## src/rtl/scan_seq_ctrl_if.sv

```systemverilog
// Control, pattern-stream, scan-chain and status bundle for scan_seq_ctrl.
// master = test-mode side driving the stream; slave = the sequencer.
interface scan_seq_ctrl_if #(
   parameter int NCHAIN    = 4,
   parameter int CHAIN_LEN = 64,
   parameter int NPAT_W    = 16
);
   localparam int VW = $clog2(CHAIN_LEN);

   logic              start;
   logic              abort;
   logic [NPAT_W-1:0] npat;
   logic              pat_valid;
   logic              pat_ready;
   logic [NCHAIN-1:0] pat_si;
   logic [NCHAIN-1:0] pat_exp;
   logic [NCHAIN-1:0] pat_msk;
   logic [NCHAIN-1:0] chain_so;
   logic [NCHAIN-1:0] chain_si;
   logic              se;
   logic              shift_en;
   logic              cap_en;
   logic              busy;
   logic              done;
   logic [15:0]       fail_cnt;
   logic [NPAT_W-1:0] ff_pat;
   logic [VW-1:0]     ff_vec;
   logic              ff_vld;

   modport master (
      output start, abort, npat, pat_valid, pat_si, pat_exp, pat_msk, chain_so,
      input  pat_ready, chain_si, se, shift_en, cap_en, busy, done,
             fail_cnt, ff_pat, ff_vec, ff_vld
   );

   modport slave (
      input  start, abort, npat, pat_valid, pat_si, pat_exp, pat_msk, chain_so,
      output pat_ready, chain_si, se, shift_en, cap_en, busy, done,
             fail_cnt, ff_pat, ff_vec, ff_vld
   );
endinterface

```

## src/rtl/scan_seq_ctrl.sv

```systemverilog
// Scan load/unload sequencer: streams NCHAIN-wide beats into the chains, pulses capture,
// and compares the unloaded chain tails against masked expected data.
module scan_seq_ctrl #(
   parameter int NCHAIN    = 4,
   parameter int CHAIN_LEN = 64,
   parameter int CAP_CYC   = 1,
   parameter int SE_GAP    = 2,
   parameter int NPAT_W    = 16
) (
   input  logic          i_clk,
   input  logic          i_rstz,
   scan_seq_ctrl_if.slave io_scan
);
   localparam int             VW       = $clog2(CHAIN_LEN);
   localparam logic [VW-1:0]  V_LAST   = VW'(CHAIN_LEN - 1);
   localparam logic [2:0]     GAP_LAST = 3'((SE_GAP > 0) ? SE_GAP - 1 : 0);
   localparam logic [2:0]     CAP_LAST = 3'(CAP_CYC - 1);

   typedef enum logic [2:0] {
      S_IDLE, S_SHIFT, S_PRE_CAP, S_CAPTURE, S_POST_CAP, S_DONE
   } state_t;

   state_t            r_state, w_next;
   logic [NPAT_W-1:0] r_npat, r_pidx;
   logic [VW-1:0]     r_vidx;
   logic [2:0]        r_cnt;
   logic [NCHAIN-1:0] r_si;
   logic [15:0]       r_fail_cnt;
   logic [NPAT_W-1:0] r_ff_pat;
   logic [VW-1:0]     r_ff_vec;
   logic              r_ff_vld;

   logic              w_arm, w_shift, w_pidx_inc;
   logic [NCHAIN-1:0] w_mism;
   logic [5:0]        w_pop;
   logic [16:0]       w_sum;

   assign w_arm      = io_scan.start && !io_scan.abort && (r_state == S_IDLE || r_state == S_DONE);
   assign w_shift    = (r_state == S_SHIFT) && io_scan.pat_valid;
   assign w_pidx_inc = (w_next == S_SHIFT) && (r_state == S_CAPTURE || r_state == S_POST_CAP);
   assign w_mism     = (io_scan.chain_so ^ io_scan.pat_exp) & io_scan.pat_msk;
   assign w_sum      = {1'b0, r_fail_cnt} + {11'd0, w_pop};

   assign io_scan.shift_en = w_shift;
   assign io_scan.chain_si = w_shift ? io_scan.pat_si : r_si;
   assign io_scan.fail_cnt = r_fail_cnt;
   assign io_scan.ff_pat   = r_ff_pat;
   assign io_scan.ff_vec   = r_ff_vec;
   assign io_scan.ff_vld   = r_ff_vld;

   always_comb begin
      w_pop = '0;
      for (int unsigned i = 0; i < NCHAIN; i++) w_pop = w_pop + 6'(w_mism[i]);
   end

   always_ff @(posedge i_clk or negedge i_rstz) begin
      if (!i_rstz) r_state <= S_IDLE;
      else         r_state <= w_next;
   end

   always_comb begin
      w_next            = r_state;
      io_scan.se        = 1'b0;
      io_scan.pat_ready = 1'b0;
      io_scan.cap_en    = 1'b0;
      io_scan.busy      = 1'b0;
      io_scan.done      = 1'b0;
      case (r_state)
         S_IDLE: if (w_arm) w_next = (io_scan.npat == '0) ? S_DONE : S_SHIFT;
         S_SHIFT: begin
            io_scan.se        = 1'b1;
            io_scan.pat_ready = 1'b1;
            io_scan.busy      = 1'b1;
            // the pass where r_pidx has caught up with npat only unloads
            if (w_shift && r_vidx == V_LAST) begin
               if (r_pidx == r_npat) w_next = S_DONE;
               else if (SE_GAP == 0) w_next = S_CAPTURE;
               else                  w_next = S_PRE_CAP;
            end
         end
         S_PRE_CAP: begin
            io_scan.busy = 1'b1;
            if (r_cnt == GAP_LAST) w_next = S_CAPTURE;
         end
         S_CAPTURE: begin
            io_scan.busy   = 1'b1;
            io_scan.cap_en = 1'b1;
            if (r_cnt == CAP_LAST) w_next = (SE_GAP == 0) ? S_SHIFT : S_POST_CAP;
         end
         S_POST_CAP: begin
            io_scan.busy = 1'b1;
            if (r_cnt == GAP_LAST) w_next = S_SHIFT;
         end
         S_DONE: begin
            io_scan.done = 1'b1;
            if (w_arm) w_next = (io_scan.npat == '0) ? S_DONE : S_SHIFT;
         end
         default: w_next = S_IDLE;
      endcase
      if (io_scan.abort) w_next = S_IDLE;
   end

   always_ff @(posedge i_clk or negedge i_rstz) begin
      if (!i_rstz) begin
         r_npat     <= '0;
         r_pidx     <= '0;
         r_vidx     <= '0;
         r_cnt      <= '0;
         r_si       <= '0;
         r_fail_cnt <= '0;
         r_ff_pat   <= '0;
         r_ff_vec   <= '0;
         r_ff_vld   <= 1'b0;
      end else begin
         if (r_state != w_next) r_cnt <= '0;
         else if (r_state inside {S_PRE_CAP, S_CAPTURE, S_POST_CAP}) r_cnt <= r_cnt + 3'd1;

         if (w_arm) begin
            r_npat     <= io_scan.npat;
            r_pidx     <= '0;
            r_vidx     <= '0;
            r_fail_cnt <= '0;
            r_ff_pat   <= '0;
            r_ff_vec   <= '0;
            r_ff_vld   <= 1'b0;
         end else begin
            if (w_pidx_inc) r_pidx <= r_pidx + 1'b1;
            if (w_shift) begin
               r_si   <= io_scan.pat_si;
               r_vidx <= (r_vidx == V_LAST) ? '0 : r_vidx + 1'b1;
               // pass 0 unloads whatever the chains held before the run
               if (r_pidx != '0) begin
                  r_fail_cnt <= w_sum[16] ? '1 : w_sum[15:0];
                  if (w_mism != '0 && !r_ff_vld) begin
                     r_ff_pat <= r_pidx - 1'b1;
                     r_ff_vec <= r_vidx;
                     r_ff_vld <= 1'b1;
                  end
               end
            end
         end
      end
   end
endmodule

```

## src/flat_wrapper.sv

```systemverilog
// flat-port wrapper written by rule: the top's interface ports become plain ports
module scan_seq_ctrl_flat 
#(
   parameter int NCHAIN    = 4,
   parameter int CHAIN_LEN = 64,
   parameter int CAP_CYC   = 1,
   parameter int SE_GAP    = 2,
   parameter int NPAT_W    = 16
)
  (i_clk, i_rstz, io_scan_start, io_scan_abort, io_scan_npat, io_scan_pat_valid, io_scan_pat_si, io_scan_pat_exp, io_scan_pat_msk, io_scan_chain_so, io_scan_pat_ready, io_scan_chain_si, io_scan_se, io_scan_shift_en, io_scan_cap_en, io_scan_busy, io_scan_done, io_scan_fail_cnt, io_scan_ff_pat, io_scan_ff_vec, io_scan_ff_vld);
  scan_seq_ctrl_if #(.NCHAIN(NCHAIN), .CHAIN_LEN(CHAIN_LEN), .NPAT_W(NPAT_W)) io_scan_i ();
  input  logic i_clk;
  input  logic i_rstz;
  input wire logic [$bits(io_scan_i.start)-1:0] io_scan_start;
  input wire logic [$bits(io_scan_i.abort)-1:0] io_scan_abort;
  input wire logic [$bits(io_scan_i.npat)-1:0] io_scan_npat;
  input wire logic [$bits(io_scan_i.pat_valid)-1:0] io_scan_pat_valid;
  input wire logic [$bits(io_scan_i.pat_si)-1:0] io_scan_pat_si;
  input wire logic [$bits(io_scan_i.pat_exp)-1:0] io_scan_pat_exp;
  input wire logic [$bits(io_scan_i.pat_msk)-1:0] io_scan_pat_msk;
  input wire logic [$bits(io_scan_i.chain_so)-1:0] io_scan_chain_so;
  output wire logic [$bits(io_scan_i.pat_ready)-1:0] io_scan_pat_ready;
  output wire logic [$bits(io_scan_i.chain_si)-1:0] io_scan_chain_si;
  output wire logic [$bits(io_scan_i.se)-1:0] io_scan_se;
  output wire logic [$bits(io_scan_i.shift_en)-1:0] io_scan_shift_en;
  output wire logic [$bits(io_scan_i.cap_en)-1:0] io_scan_cap_en;
  output wire logic [$bits(io_scan_i.busy)-1:0] io_scan_busy;
  output wire logic [$bits(io_scan_i.done)-1:0] io_scan_done;
  output wire logic [$bits(io_scan_i.fail_cnt)-1:0] io_scan_fail_cnt;
  output wire logic [$bits(io_scan_i.ff_pat)-1:0] io_scan_ff_pat;
  output wire logic [$bits(io_scan_i.ff_vec)-1:0] io_scan_ff_vec;
  output wire logic [$bits(io_scan_i.ff_vld)-1:0] io_scan_ff_vld;
  assign io_scan_i.start = io_scan_start;
  assign io_scan_i.abort = io_scan_abort;
  assign io_scan_i.npat = io_scan_npat;
  assign io_scan_i.pat_valid = io_scan_pat_valid;
  assign io_scan_i.pat_si = io_scan_pat_si;
  assign io_scan_i.pat_exp = io_scan_pat_exp;
  assign io_scan_i.pat_msk = io_scan_pat_msk;
  assign io_scan_i.chain_so = io_scan_chain_so;
  assign io_scan_pat_ready = io_scan_i.pat_ready;
  assign io_scan_chain_si = io_scan_i.chain_si;
  assign io_scan_se = io_scan_i.se;
  assign io_scan_shift_en = io_scan_i.shift_en;
  assign io_scan_cap_en = io_scan_i.cap_en;
  assign io_scan_busy = io_scan_i.busy;
  assign io_scan_done = io_scan_i.done;
  assign io_scan_fail_cnt = io_scan_i.fail_cnt;
  assign io_scan_ff_pat = io_scan_i.ff_pat;
  assign io_scan_ff_vec = io_scan_i.ff_vec;
  assign io_scan_ff_vld = io_scan_i.ff_vld;
  scan_seq_ctrl #(.NCHAIN(NCHAIN), .CHAIN_LEN(CHAIN_LEN), .CAP_CYC(CAP_CYC), .SE_GAP(SE_GAP), .NPAT_W(NPAT_W)) u_core (.i_clk(i_clk), .i_rstz(i_rstz), .io_scan(io_scan_i));
endmodule
```

## config.mk

```make
export PLATFORM = sky130hd
export DESIGN_NAME = scan_seq_ctrl_flat
export DESIGN_NICKNAME = d
export VERILOG_FILES = /design/src/rtl/scan_seq_ctrl_if.sv /design/src/rtl/scan_seq_ctrl.sv /design/src/flat_wrapper.sv
export SDC_FILE = /design/constraint.sdc
export NUM_CORES = 1
export LEC_CHECK = 0
export CAP_MARGIN = 20
export CORE_MARGIN = 1.5
export CORE_UTILIZATION = 25
export DETAILED_ROUTE_END_ITERATION = 10
export GPL_ROUTABILITY_DRIVEN = 0
export SLEW_MARGIN = 30
export SYNTH_ARGS = -nofsm -noshare
export SYNTH_HDL_FRONTEND = slang
export SYNTH_SLANG_ARGS = --single-unit
```

## constraint.sdc

```tcl
create_clock -name i_clk -period 6.8 [get_ports i_clk]
set_input_delay 1.36 -clock i_clk [delete_from_list [all_inputs] [get_ports i_clk]]
set_output_delay 1.36 -clock i_clk [all_outputs]
set_load 0.02 [all_outputs]
```

# [Word level (Yosys, flattened, before mapping)]
# Index checks and enable logic that the tools add are counted.
[word_totals] ff_bits=87 out_inout_bits=49 wordCells=92
[classes] add_sub_neg=8 n_eq_ne=10 muxes=37 n_bitwise=2 reduce_logical=25
[op_table] operator="$mux W16" n=10
[op_table] operator="$mux W6" n=7
[op_table] operator="$mux W3" n=10
[op_table] operator="$add A16 B6 Y17" n=1
[op_table] operator="$add A16 B1 Y16 const B" n=1
[op_table] operator="$eq A16 B16 Y1" n=1
[op_table] operator="$logic_not A16 Y1" n=1
[op_table] operator="$reduce_bool A16 Y1" n=1
[op_table] operator="$sub A16 B1 Y16 const B" n=1
[op_table] operator="$pmux W3 S5" n=1
[op_table] operator="$add A6 B1 Y6" n=2
[op_table] operator="$reduce_bool A2 Y1" n=5
[op_table] operator="$eq A3 B1 Y1 const B" n=3
[op_table] operator="$mux W1" n=8
[op_table] operator="$add A6 B1 Y6 const B" n=1
[op_table] operator="$eq A3 B2 Y1 const B" n=2
[op_table] operator="$eq A3 B3 Y1 const B" n=2
[op_table] operator="$eq A6 B6 Y1 const B" n=1
[op_table] operator="$logic_and A1 B1 Y1" n=6
[op_table] operator="$logic_not A3 Y1" n=2
[op_table] operator="$and A4 B4 Y4" n=1
[op_table] operator="$mux W4" n=1
[op_table] operator="$reduce_bool A4 Y1" n=1
[op_table] operator="$reduce_or A4 Y1" n=1
[op_table] operator="10 further kinds" n=12

# [Longest topological paths before layout]
# Gate-level depths: netlist (run 1).
[depth] ltp_word=10 depth_mapped=17

# [Least setup slack after synthesis (run 1)]
# Ideal clock, no wire load.
[synth_path] path_kind="in2reg" start="input io_scan_pat_exp[0]" end="register u_core.r_fail_cnt[10] (netlist: u_core.io_scan.fail_cnt[10])" arrival_time_ns=4.120 required_ns=6.661 path_slack_ns=2.540 path_stages=15 path_cell_list="xor2_1 > and2_1 > ha_1 > inv_1 > fa_1 > inv_1 > ha_1 > inv_1 > fa_1 > inv_1 > a21oi_1 > a311oi_1 > and2_4 > and4_1 > a211oi_1"
[synth_between] elab_chain_cells=10
[synth_lines] item="from (decl)" line_no="flat_wrapper.sv:19" rtl="input wire logic [$bits(io_scan_i.pat_exp)-1:0] io_scan_pat_exp;"
[synth_lines] item="$xor A4 B4 Y4" line_no="scan_seq_ctrl.sv:41" rtl="assign w_mism = (io_scan.chain_so ^ io_scan.pat_exp) & io_scan.pat_msk;"
[synth_lines] item="$and A4 B4 Y4" line_no="scan_seq_ctrl.sv:41"
[synth_lines] item="$add A1 B1 Y2" line_no="scan_seq_ctrl.sv:53" rtl="for (int unsigned i = 0; i < NCHAIN; i++) w_pop = w_pop + 6'(w_mism[i]);"
[synth_lines] item="$add A6 B1 Y6 (2 in a row)" line_no="scan_seq_ctrl.sv:53"
[synth_lines] item="$add A16 B6 Y17" line_no="scan_seq_ctrl.sv:42" rtl="assign w_sum = {1'b0, r_fail_cnt} + {11'd0, w_pop};"
[synth_lines] item="$mux W16" line_no="scan_seq_ctrl.sv:133" rtl="r_fail_cnt <= w_sum[16] ? '1 : w_sum[15:0];"
[synth_lines] item="$mux W16" line_no="scan_seq_ctrl.sv:132" rtl="if (r_pidx != '0) begin"
[synth_lines] item="$mux W16" line_no="scan_seq_ctrl.sv:128" rtl="if (w_shift) begin"
[synth_lines] item="$mux W16" line_no="scan_seq_ctrl.sv:118" rtl="if (w_arm) begin"
[synth_lines] item="to (signal assigned)" line_no="scan_seq_ctrl.sv:133"
[synth_lines] item="to (decl)" line_no="scan_seq_ctrl.sv:28" rtl="logic [15:0] r_fail_cnt;"
# No other way between the ends. The select of a mux whose other input is x is not followed.
# A chain may end at the register's enable or synchronous reset.

# [Worst setup path after layout (run 1)]
[layout_path] start="input io_scan_pat_exp[0]" end="register u_core.r_fail_cnt[14] (netlist: u_core.io_scan.fail_cnt[14])"
# Same word-level chain as after synthesis.

==> qor.tcl, run 1 <==
set qor(run_status) {finished clean}
set qor(wire_per_inst_um) 13.7
set qor(die_width_um) 143
set qor(clock_sink_count) 87
set qor(overflow_left_after_global_routing) 0
set qor(max_slew_margin_pct) 50.0
set qor(initial_antenna_violation_count) 0
set qor(totalNegativeSetupSlack_ns) 0
set qor(finalCriticalPeriod_ns) 4.68
set qor(yosys-top-cells-count) {nand2_1, dfrtp_1, nand3_1}
set qor(first_pass_iters) 4
set qor(power_report.internal_total_uw) 866
set qor(largest_net_degree_at_the_start_of_global_routing) 57
set qor(hold_viol) 0
set qor(grt_setup_unrepaired) {false}
set qor(standby_leakage_power_nw) 2.83
set qor(die-height_um) 143
set qor(cap_violations) 0
set qor(power_frac_comb_pct) 11.6
set qor(area_delta_synth_final_pct) 27.2
set qor(design.die.area_um2) 20500
set qor(synth_area_leaders) {dfrtp_1, nand2_1, xnor2_1}
set qor(clock_skew_ns) 0.0107
set qor(post-synth-top-area-cell) {dfrtp_1}
set qor(viasPerCell) 4.60
set qor(core_area_um2) 19400
set qor(timing.critical_path.required_ns) 7.05
set qor(share_of_the_clock_period_used_by_the_worst_path_after_layout_pct) 68.9
set qor(finalInstanceArea_um2) 6260
set qor(crit_fanout) 6
set qor(net-switching-power_uw) 318
set qor(yosys_register_bits) 87
set qor(number_of_global_route_vias_before_repair) 4002
set qor(timing.final.max_slew_violations) 0
set qor(final.setup.worst_slack_ns) 2.12
set qor(placement.io_buffers) 85
set qor(mean_cell_area_of_the_mapped_netlist_um2) 8.82
set qor(cts.repair.resized) 0
set qor(drt-total-wl_um) 12300
set qor(routed-via-count) 4105
set qor(hold_class) {flop to flop}
set qor(critPathKind) {primary input to flop}
set qor(synth-edff-count) 0
set qor(totalPowerFinal_mw) 1.18
set qor(peakVddDrop_uv) 114
set qor(cts_buffers) 9
set qor(n_antenna_cell) 0
set qor(top_level_ports) 86
set qor(syn-num-nets) 610
set qor(synth.most_common_cell) {nand2_1}
set qor(tritoncts) {done}
set qor(synth_warnings) 0
set qor(clockRootBuffer) {clkbuf_16}
set qor(swShare_pct) 26.8
set qor(finalNetCount) 675
set qor(synthesis.instances) 558
set qor(ctsHoldBuffers) 0
set qor(ys_async_sr_fraction_pct) 100
set qor(pwr-share-clk_pct) 41.3
set qor(clk-insertion-delay-late_ns) 0.35
set qor(mappedNetlistArea_um2) 4920
set qor(floorplan.rows) 51
set qor(route.detailed.drc) 0
set qor(synth_top_area_share_pct) 44.3
set qor(cts.htree.levels) 3
set qor(power_frac_seq_pct) 47.1
set qor(place_worst_setup_slack_ns) 1.75
set qor(floorplan.initialDensity_pct) 25.4
set qor(critPathArrivalTime_ns) 4.93
set qor(postRouteAntennaNets) 0
set qor(grt_first_pass_wirelength_um) 20500
set qor(groute.usage.overall_pct) 12.7
set qor(fmax_ghz) 0.214
set qor(reg2regPathDepth) 8
set qor(whs_path_depth) 2
set qor(critical_path.endpoint_type) {flop}
set qor(final_core_util_pct) 32.3
set qor(placement.cell_area_um2) 5970
set qor(final.fill_count) 2048
set qor(clock_tree.buffer_depth) 2
set qor(tightest_slew_ns) 0.745
set qor(synth_seq_area_share_pct) 44.3
set qor(hpwlAfterDp_um) 8750
set qor(detail_route.iter0.violations) 316
set qor(postSynth.topFlopCell) {dfrtp_1}
set qor(pwr_density_cell_nw_per_um2) 189
set qor(crit_path_start_kind) {primary input}
set qor(postCtsSetupBuffers) 0
set qor(share_of_post_route_cells_with_drive_strength_above_1_pct) 4.94
set qor(worst_setup_hold_path_clk_slew_ns) 0.07
set qor(synthDistinctLibCells) 54
set qor(final-setup-viol-count) 0
## state kept, by name, summed over array words and instances, names as in the netlist
register	flops
u_core.r_vidx	6
u_core.io_scan.fail_cnt	16
u_core.r_cnt	3
u_core.io_scan.ff_vec	6
u_core.r_pidx	16
u_core.io_scan.ff_pat	16
u_core.r_state	3
u_core.r_si	4
u_core.r_npat	16
u_core.io_scan.ff_vld	1
## path summary, 6_finish.rpt
path / from / end / slack (ns)
max: io_scan_pat_exp[0] / u_core.io_scan.fail_cnt[14]$_DFFE_PN0P_ / 2.12
min: u_core.r_si[3]$_DFFE_PN0P_ / u_core.r_si[3]$_DFFE_PN0P_ / 0.47
max reg2reg: u_core.r_pidx[4]$_DFFE_PN0P_ / u_core.io_scan.ff_pat[3]$_DFFE_PN0P_ / 3.66
min reg2reg: u_core.r_si[3]$_DFFE_PN0P_ / u_core.r_si[3]$_DFFE_PN0P_ / 0.47
max in group asynchronous: i_rstz / u_core.r_vidx[0]$_DFFE_PN0P_ / 4.78
min in group asynchronous: i_rstz / u_core.r_si[1]$_DFFE_PN0P_ / 0.97
## metrics by stage
| stage | instances | hold WS, ns |
|---|---|---|
| 6_report | 893 | 0.469 |
| 5_1_grt | 893 | 0.506 |
| 4_1_cts | 893 | 0.475 |
| 3_5_place_dp | 877 | 0.461 |
| 3_3_place_gp | 877 | 0.455 |
| 2_1_floorplan | 558 | 0.439 |
## cell usage in the layout (no fill, tap or decap), drive strengths merged, types with 3 or more instances in the layout
cell type and instances:
nand2 102, dfrtp 87, clkdlybuf4s50 84, nand3 35, inv 35, o21ai 31
nor2 25, xor2 24, xnor2 23, a21oi 20, nor3 18, ha 13
nor4 12, nand4 12, clkbuf 10, and3 8, or4 8, a31oi 6
o211ai 6, buf 6, and4 5, a21o 5, nor2b 5, nand3b 4
a311oi 4, o31ai 4, and2 4, a32o 3
## kinds of logic (layout without fill, tap and decap cells)
group	after synthesis	count (layout)	share of synthesized area [%]
xor+xnor	47	47	8.52
flops	87	87	44.3
buf+inv	67	137	5.85
compound gates	91	91	11.9
simple gates	249	249	25.0
fa+ha+maj	15	15	4.12
mux	2	2	0.407
## worst max-delay path: stages
cell	delay (ns)
clkdlybuf4s50_1	0.41
xor2_1	0.16
and2_1	0.16
ha_1	0.28
inv_1	0.07
fa_1	0.42
inv_1	0.07
ha_1	0.16
inv_1	0.05
fa_1	0.39
inv_1	0.09
a21oi_1	0.06
a311oi_1	0.63
and2_4	0.29
a21oi_1	0.06
a311oi_1	0.25
## layout make-up
class	instances	area [µm²]	area share [%]
multi-input combinational	404	2460	39.3
clock buffer	10	239	3.82
timing repair buffer	90	886	14.2
inverter	31	116	1.86
sequential	87	2180	34.8
tap	265	332	5.30
clock inverter	6	50.0	0.800
## power groups by stage
| stage | clock network, mW | registers (mW) | logic (mW) |
|---|---|---|---|
| 2_1_floorplan | 0 | 0.563 | 0.0758 |
| 3_3_place_gp | 0 | 0.568 | 0.138 |
| 3_5_place_dp | 0 | 0.568 | 0.139 |
| 4_1_cts | 0.505 | 0.558 | 0.140 |
| 5_1_grt | 0.526 | 0.561 | 0.156 |
| 6_report | 0.489 | 0.558 | 0.137 |
## per-layer routing
| layer | wire length, µm | up-vias | part of all wire (%) | GRT usage, % |
|---|---|---|---|---|
| met3 | 803 | 10 | 6.6 | 3.89 |
| li1 | - | 2063 | - | - |
| met2 | 5390 | 116 | 44 | 19.8 |
| met5 | 0 | - | 0 | 0 |
| met4 | 77 | 0 | 0.63 | 2.63 |
| met1 | 5980 | 1916 | 49 | 17.3 |
Power figures use the tool's default switching activity.
==> inputs of run 2 (changes only) <==
==> constraint.sdc (replaced) <==
create_clock -name i_clk -period 4.8 [get_ports i_clk]
set_input_delay 0.96 -clock i_clk [delete_from_list [all_inputs] [get_ports i_clk]]
set_output_delay 0.96 -clock i_clk [all_outputs]
set_load 0.02 [all_outputs]
==> run 2 against run 1 <==
Compared with the run above: global-route usage is 0.21 points lower; critical endpoint unchanged; cell count is 0.45% higher; total power is 40% higher; routed wire length is 1.2% lower; clock skew is 0.0023 ns lower; sequential share of layout area is 0.15 points lower; count of clock-buffer cells in the layout is 1 lower; design area is 0.44% higher; non-clock buffer count is 4 higher; setup slack worse by 1.3 ns; utilization is 0.14 points higher.
==> qor.tcl, run 2 (synthesized netlist as in run 1, its figures left out) <==
set qor(timing.critical_path.required_ns) 5.05
set qor(place_worst_setup_slack_ns) 0.467
set qor(die_width_um) 143
set qor(hold_class) {flop to flop}
set qor(timing.critical_path.slowest_cell_delay_ns) 0.42
set qor(tightest_slew_ns) 0.734
set qor(pwr-share-clk_pct) 40.7
set qor(clockRootBuffer) {clkbuf_16}
set qor(clock_tree.buffer_depth) 2
set qor(die-height_um) 143
set qor(m1WireLength_um) 5970
set qor(final.fill_count) 2087
set qor(power_frac_comb_pct) 11.7
set qor(critical_path.n_buffers_inverters) 6
set qor(worst_hold_path.endpoint) {u_core.r_si[2]$_DFFE_PN0P_}
set qor(share_of_post_route_cells_with_drive_strength_above_1_pct) 5.70
set qor(hold_viol) 0
set qor(commonest_cells_after_routing_fill_and_taps_aside) {nand2_1, dfrtp_1, clkdlybuf4s50_1, nand3_1}
set qor(postCtsSetupBuffers) 0
set qor(wl_met2_um) 5310
set qor(critPathKind) {primary input to flop}
set qor(tritoncts) {done}
set qor(finalCriticalPeriod_ns) 4.01
set qor(critPathArrivalTime_ns) 4.26
set qor(pwr_density_cell_nw_per_um2) 264
set qor(met3RoutedLength_um) 695
set qor(routed-via-count) 4145
set qor(clk-insertion-delay-late_ns) 0.35
set qor(clock_sink_count) 87
set qor(ctsHoldBuffers) 0
set qor(cpMostUsedCell) {inv_1}
set qor(fmax_ghz) 0.249
set qor(hpwlAfterDp_um) 8740
set qor(viasPerCell) 4.62
set qor(cts.repair.resized) 0
set qor(worst_hold_startpoint) {u_core.r_si[2]$_DFFE_PN0P_}
set qor(critical_path.reg2reg.startpoint) {u_core.r_state[2]$_DFF_PN0_}
set qor(design.die.area_um2) 20500
set qor(max_slew_margin_pct) 51.1
set qor(finalInstanceArea_um2) 6290
set qor(peakVddDrop_uv) 175
set qor(ff2ff_setup_slack_ns) 1.92
set qor(initial_antenna_violation_count) 0
set qor(grt_setup_unrepaired) {false}
set qor(n_antenna_cell) 0
set qor(core_area_um2) 19400
set qor(clock_skew_ns) 0.00840
set qor(floorplan.rows) 51
set qor(floorplan.initialDensity_pct) 25.4
set qor(postRouteAntennaNets) 0
set qor(placement.io_buffers) 85
set qor(route.detailed.drc) 0
set qor(whs_path_depth) 2
set qor(drt-total-wl_um) 12100
set qor(cp_slowest_cell) {fa_1}
set qor(critical_path.endpoint_type) {flop}
set qor(final_core_util_pct) 32.4
set qor(placement.cell_area_um2) 6000
set qor(final_common_cell) {nand2_1}
set qor(overflow_left_after_global_routing) 0
set qor(grt_first_pass_wirelength_um) 20300
set qor(power_frac_seq_pct) 47.5
set qor(cap_violations) 0
set qor(number_of_global_route_vias_before_repair) 3980
set qor(cell_class_contributing_the_biggest_share_of_worst_path_delay) {adder cells}
set qor(finalNonFillerCells) 897
set qor(topRoutingLayerUsed) {met4}
set qor(share_of_the_clock_period_used_by_the_worst_path_after_layout_pct) 83.5
set qor(power_report.internal_total_mw) 1.21
set qor(crit_chain) {clkdlybuf4s50_1 -> xor2_1 -> and2_1 -> ha_1 -> inv_1 -> fa_1 -> inv_1 -> ha_1 -> inv_1 -> fa_1 -> inv_1 -> a21oi_1 -> a311oi_1 -> buf_4 -> and2_4 -> a21oi_1 -> a311oi_1}
set qor(post_place_cells) 881
set qor(totalPowerFinal_mw) 1.66
set qor(fin_hold_ws_ns) 0.470
set qor(standby_leakage_power_nw) 2.85
set qor(cts_buffers) 9
set qor(totalNegativeSetupSlack_ns) 0
set qor(largest_net_degree_at_the_start_of_global_routing) 57
set qor(crit_path_start_kind) {primary input}
set qor(swShare_pct) 27.1
set qor(reg2regPathDepth) 7
set qor(cts.htree.levels) 3
set qor(groute.usage.overall_pct) 12.5
set qor(timing.final.max_slew_violations) 0
set qor(run_status) {finished clean}
set qor(final-setup-viol-count) 0
set qor(net-switching-power_uw) 449
set qor(reg2reg_to) {u_core.r_pidx[14]$_DFFE_PN0P_}
set qor(top_level_ports) 86
set qor(wire_per_inst_um) 13.5
set qor(final.setup.worst_slack_ns) 0.790
set qor(first_pass_iters) 4
set qor(crit_fanout) 6
set qor(area_delta_synth_final_pct) 27.8
set qor(worst_setup_hold_path_clk_slew_ns) 0.07
set qor(finalNetCount) 679
set qor(detail_route.iter0.violations) 235
[run 2: routing by layer]
metal	GRT usage [%]	vias up
met5	0	-
met4	3.22	0
met3	3.35	10
met2	19.5	103
met1	17.1	1958
li1	-	2074
[run 2: final cells by class]
class                   instances  area (µm²)  share of cell area, %
multi-input cells             404        2460                   39.1
well taps                     265         332                   5.27
repair buffers                 94         920                   14.6
clock buffers                   9         225                   3.58
flip-flops and latches         87        2180                   34.6
inverters                      31         116                   1.85
clock inverters                 7        56.3                  0.896
[run 2: worst max path at each step]
stage,from,endpoint,depth (start not counted)
floorplan,io_scan_pat_exp[0],u_core.io_scan.fail_cnt[10]$_DFFE_PN0P_,15
global placement,io_scan_pat_exp[0],u_core.io_scan.fail_cnt[14]$_DFFE_PN0P_,17
detailed placement,io_scan_pat_exp[0],u_core.io_scan.fail_cnt[14]$_DFFE_PN0P_,17
CTS,io_scan_pat_exp[0],u_core.io_scan.fail_cnt[10]$_DFFE_PN0P_,17
global route,io_scan_pat_exp[0],u_core.io_scan.fail_cnt[14]$_DFFE_PN0P_,17
finish,io_scan_pat_exp[0],u_core.io_scan.fail_cnt[14]$_DFFE_PN0P_,17
[run 2: power groups by stage]
stage               logic (mW)  clock network [mW]  registers (mW)
floorplan                0.107                   0           0.797
global placement         0.196                   0           0.804
detailed placement       0.197                   0           0.805
CTS                      0.198               0.698           0.790
global route             0.221               0.731           0.795
finish                   0.194               0.677           0.790
[run 2: worst reg2reg max path: stages (launching register included)]
cell and delay (ns):
dfrtp_1 0.61, nor3b_2 0.17, nand2_4 0.18, inv_1 0.21
and4_1 0.33, a221o_1 0.59, or4_1 0.58, a21oi_1 0.15
==> inputs of run 3 (changes only) <==
==> constraint.sdc (replaced) <==
create_clock -name i_clk -period 4 [get_ports i_clk]
set_input_delay 0.8 -clock i_clk [delete_from_list [all_inputs] [get_ports i_clk]]
set_output_delay 0.8 -clock i_clk [all_outputs]
set_load 0.02 [all_outputs]
==> run 3 against run 2 <==
Compared with the run above: register-to-register slack worse by 0.85 ns; utilization up 0.64 points; largest cell class unchanged; sequential power up 20%; highest routed layer unchanged; routed wire length up 2.4%; hold slack worse by 0.022 ns; non-clock buffer count up 5.
==> qor.tcl, run 3 (synthesized netlist as in run 1, its figures left out) <==
set qor(power_frac_comb_pct) 11.1
set qor(crit_fanout) 6
set qor(die-height_um) 143
set qor(clock_sink_count) 87
set qor(critical_path.endpoint_type) {flop}
set qor(clock_tree.buffer_depth) 2
set qor(n_antenna_cell) 0
set qor(finalCriticalPeriod_ns) 3.73
set qor(grt_setup_unrepaired) {false}
set qor(core_area_um2) 19400
set qor(finalNetCount) 684
set qor(placement.io_buffers) 85
set qor(drt-total-wl_um) 12400
set qor(timing.critical_path.required_ns) 4.25
set qor(place_worst_setup_slack_ns) -0.187
set qor(final-setup-viol-count) 0
set qor(first_pass_iters) 5
set qor(floorplan.rows) 51
set qor(area_delta_synth_final_pct) 30.3
set qor(cts.repair.resized) 0
set qor(swShare_pct) 25.4
set qor(critPathKind) {primary input to flop}
set qor(fmax_ghz) 0.268
set qor(power_report.internal_total_mw) 1.60
set qor(post_place_cells) 886
set qor(overflow_left_after_global_routing) 0
set qor(cap_violations) 0
set qor(hold_viol) 0
set qor(critPathArrivalTime_ns) 3.98
set qor(finalNonFillerCells) 902
set qor(number_of_global_route_vias_before_repair) 4126
set qor(pwr-share-clk_pct) 44.7
set qor(share_of_post_route_cells_with_drive_strength_above_1_pct) 6.59
set qor(clk-insertion-delay-late_ns) 0.35
set qor(die_width_um) 143
set qor(peakVddDrop_uv) 203
set qor(share_of_the_clock_period_used_by_the_worst_path_after_layout_pct) 93.3
set qor(run_status) {finished clean}
set qor(ctsHoldBuffers) 0
set qor(pwr_density_cell_nw_per_um2) 335
set qor(grt_first_pass_wirelength_um) 21100
set qor(initial_antenna_violation_count) 0
set qor(hold_class) {primary input to async pin}
set qor(max_slew_margin_pct) 56.1
set qor(worst_setup_hold_path_clk_slew_ns) 0.07
set qor(final_common_cell) {nand2_1}
set qor(power_frac_seq_pct) 44.2
set qor(design.die.area_um2) 20500
set qor(cts_buffers) 9
set qor(standby_leakage_power_nw) 2.91
set qor(wire_per_inst_um) 13.7
set qor(top_level_ports) 86
set qor(detail_route.iter0.violations) 267
set qor(tritoncts) {done}
set qor(routed-via-count) 4143
set qor(final.setup.worst_slack_ns) 0.269
set qor(clockRootBuffer) {clkbuf_16}
set qor(tightest_slew_ns) 0.652
set qor(floorplan.initialDensity_pct) 25.4
set qor(cts.htree.levels) 3
set qor(postCtsSetupBuffers) 0
set qor(viasPerCell) 4.59
set qor(clock_skew_ns) 0.00867
set qor(largest_net_degree_at_the_start_of_global_routing) 67
set qor(route.detailed.drc) 0
set qor(groute.usage.overall_pct) 13.0
set qor(timing.final.max_slew_violations) 0
set qor(hpwlAfterDp_um) 8930
set qor(commonest_cells_after_routing_fill_and_taps_aside) {nand2_1, dfrtp_1, clkdlybuf4s50_1, nand3_1}
set qor(net-switching-power_uw) 545
set qor(crit_path_start_kind) {primary input}
set qor(postRouteAntennaNets) 0
[run 3: cell count changes in the layout (fill, tap and decap cells not counted), sizes merged]
| cell | before | now |
|---|---|---|
| clkinv | 4 | 1 |
| clkbuf | 9 | 10 |
| bufinv | 0 | 2 |
| buf | 10 | 15 |
[run 3: final timing paths]
check,from,endpoint,slack [ns],depth (start not counted)
min in group i_clk,u_core.r_si[3]$_DFFE_PN0P_,u_core.r_si[3]$_DFFE_PN0P_,0.47,2
min,i_rstz,u_core.r_si[1]$_DFFE_PN0P_,0.45,1
max in group asynchronous,i_rstz,u_core.io_scan.ff_pat[11]$_DFFE_PN0P_,2.77,2
max reg2reg,u_core.r_state[2]$_DFF_PN0_,u_core.r_pidx[14]$_DFFE_PN0P_,1.07,7
max,io_scan_pat_exp[0],u_core.io_scan.fail_cnt[14]$_DFFE_PN0P_,0.27,17
min reg2reg,u_core.r_si[3]$_DFFE_PN0P_,u_core.r_si[3]$_DFFE_PN0P_,0.47,2
[run 3: final cells by class]
| class | instances | area [µm²] |
|---|---|---|
| inverter | 31 | 116 |
| sequential | 87 | 2180 |
| clock inverter | 6 | 97.6 |
| tap | 265 | 332 |
| fill | 2042 | 13000 |
| timing repair buffer | 99 | 982 |
| clock buffer | 10 | 239 |
| multi-input combinational | 404 | 2470 |
[run 3: critical path, stage by stage]
cell and delay [ns]:
clkdlybuf4s50_1 0.42, xor2_1 0.16, and2_1 0.17, ha_1 0.29
inv_1 0.08, fa_1 0.42, inv_1 0.07, ha_1 0.15
inv_1 0.05, fa_1 0.38, inv_1 0.08, a21oi_1 0.07
a311oi_2 0.21, buf_4 0.17, and2_4 0.16, a21oi_1 0.06
a311oi_1 0.25
[run 3: power by group through the flow]
stage	registers [mW]	clock network, mW	logic (mW)
after global placement	0.965	0	0.238
after detailed placement	0.966	0	0.240
after global routing	0.953	1.03	0.273
after floorplan	0.957	0	0.129
final	0.949	0.959	0.238
after CTS	0.948	0.983	0.243
[run 3: routing by layer]
| layer | vias to the layer above | share of wire, % | track usage (%) |
|---|---|---|---|
| met5 | - | 0 | 0 |
| met4 | 0 | 0.54 | 2.52 |
| met3 | 5 | 6.3 | 4.06 |
| met2 | 96 | 44 | 20.2 |
| met1 | 1963 | 49 | 17.9 |
| li1 | 2079 | - | - |
[run 3: through the flow]
stage	hold WS [ns]	utilization (%)	power, mW	setup TNS, ns	instance area (µm²)
after CTS	0.474	33.0	2.18	0	6400
final	0.448	33.0	2.15	0	6410
after floorplan	0.439	-	1.09	0	4920
after detailed placement	0.459	31.3	1.21	-0.684	6060
after global placement	0.455	31.3	1.20	-0.349	6060
after global routing	0.499	33.0	2.25	0	6410
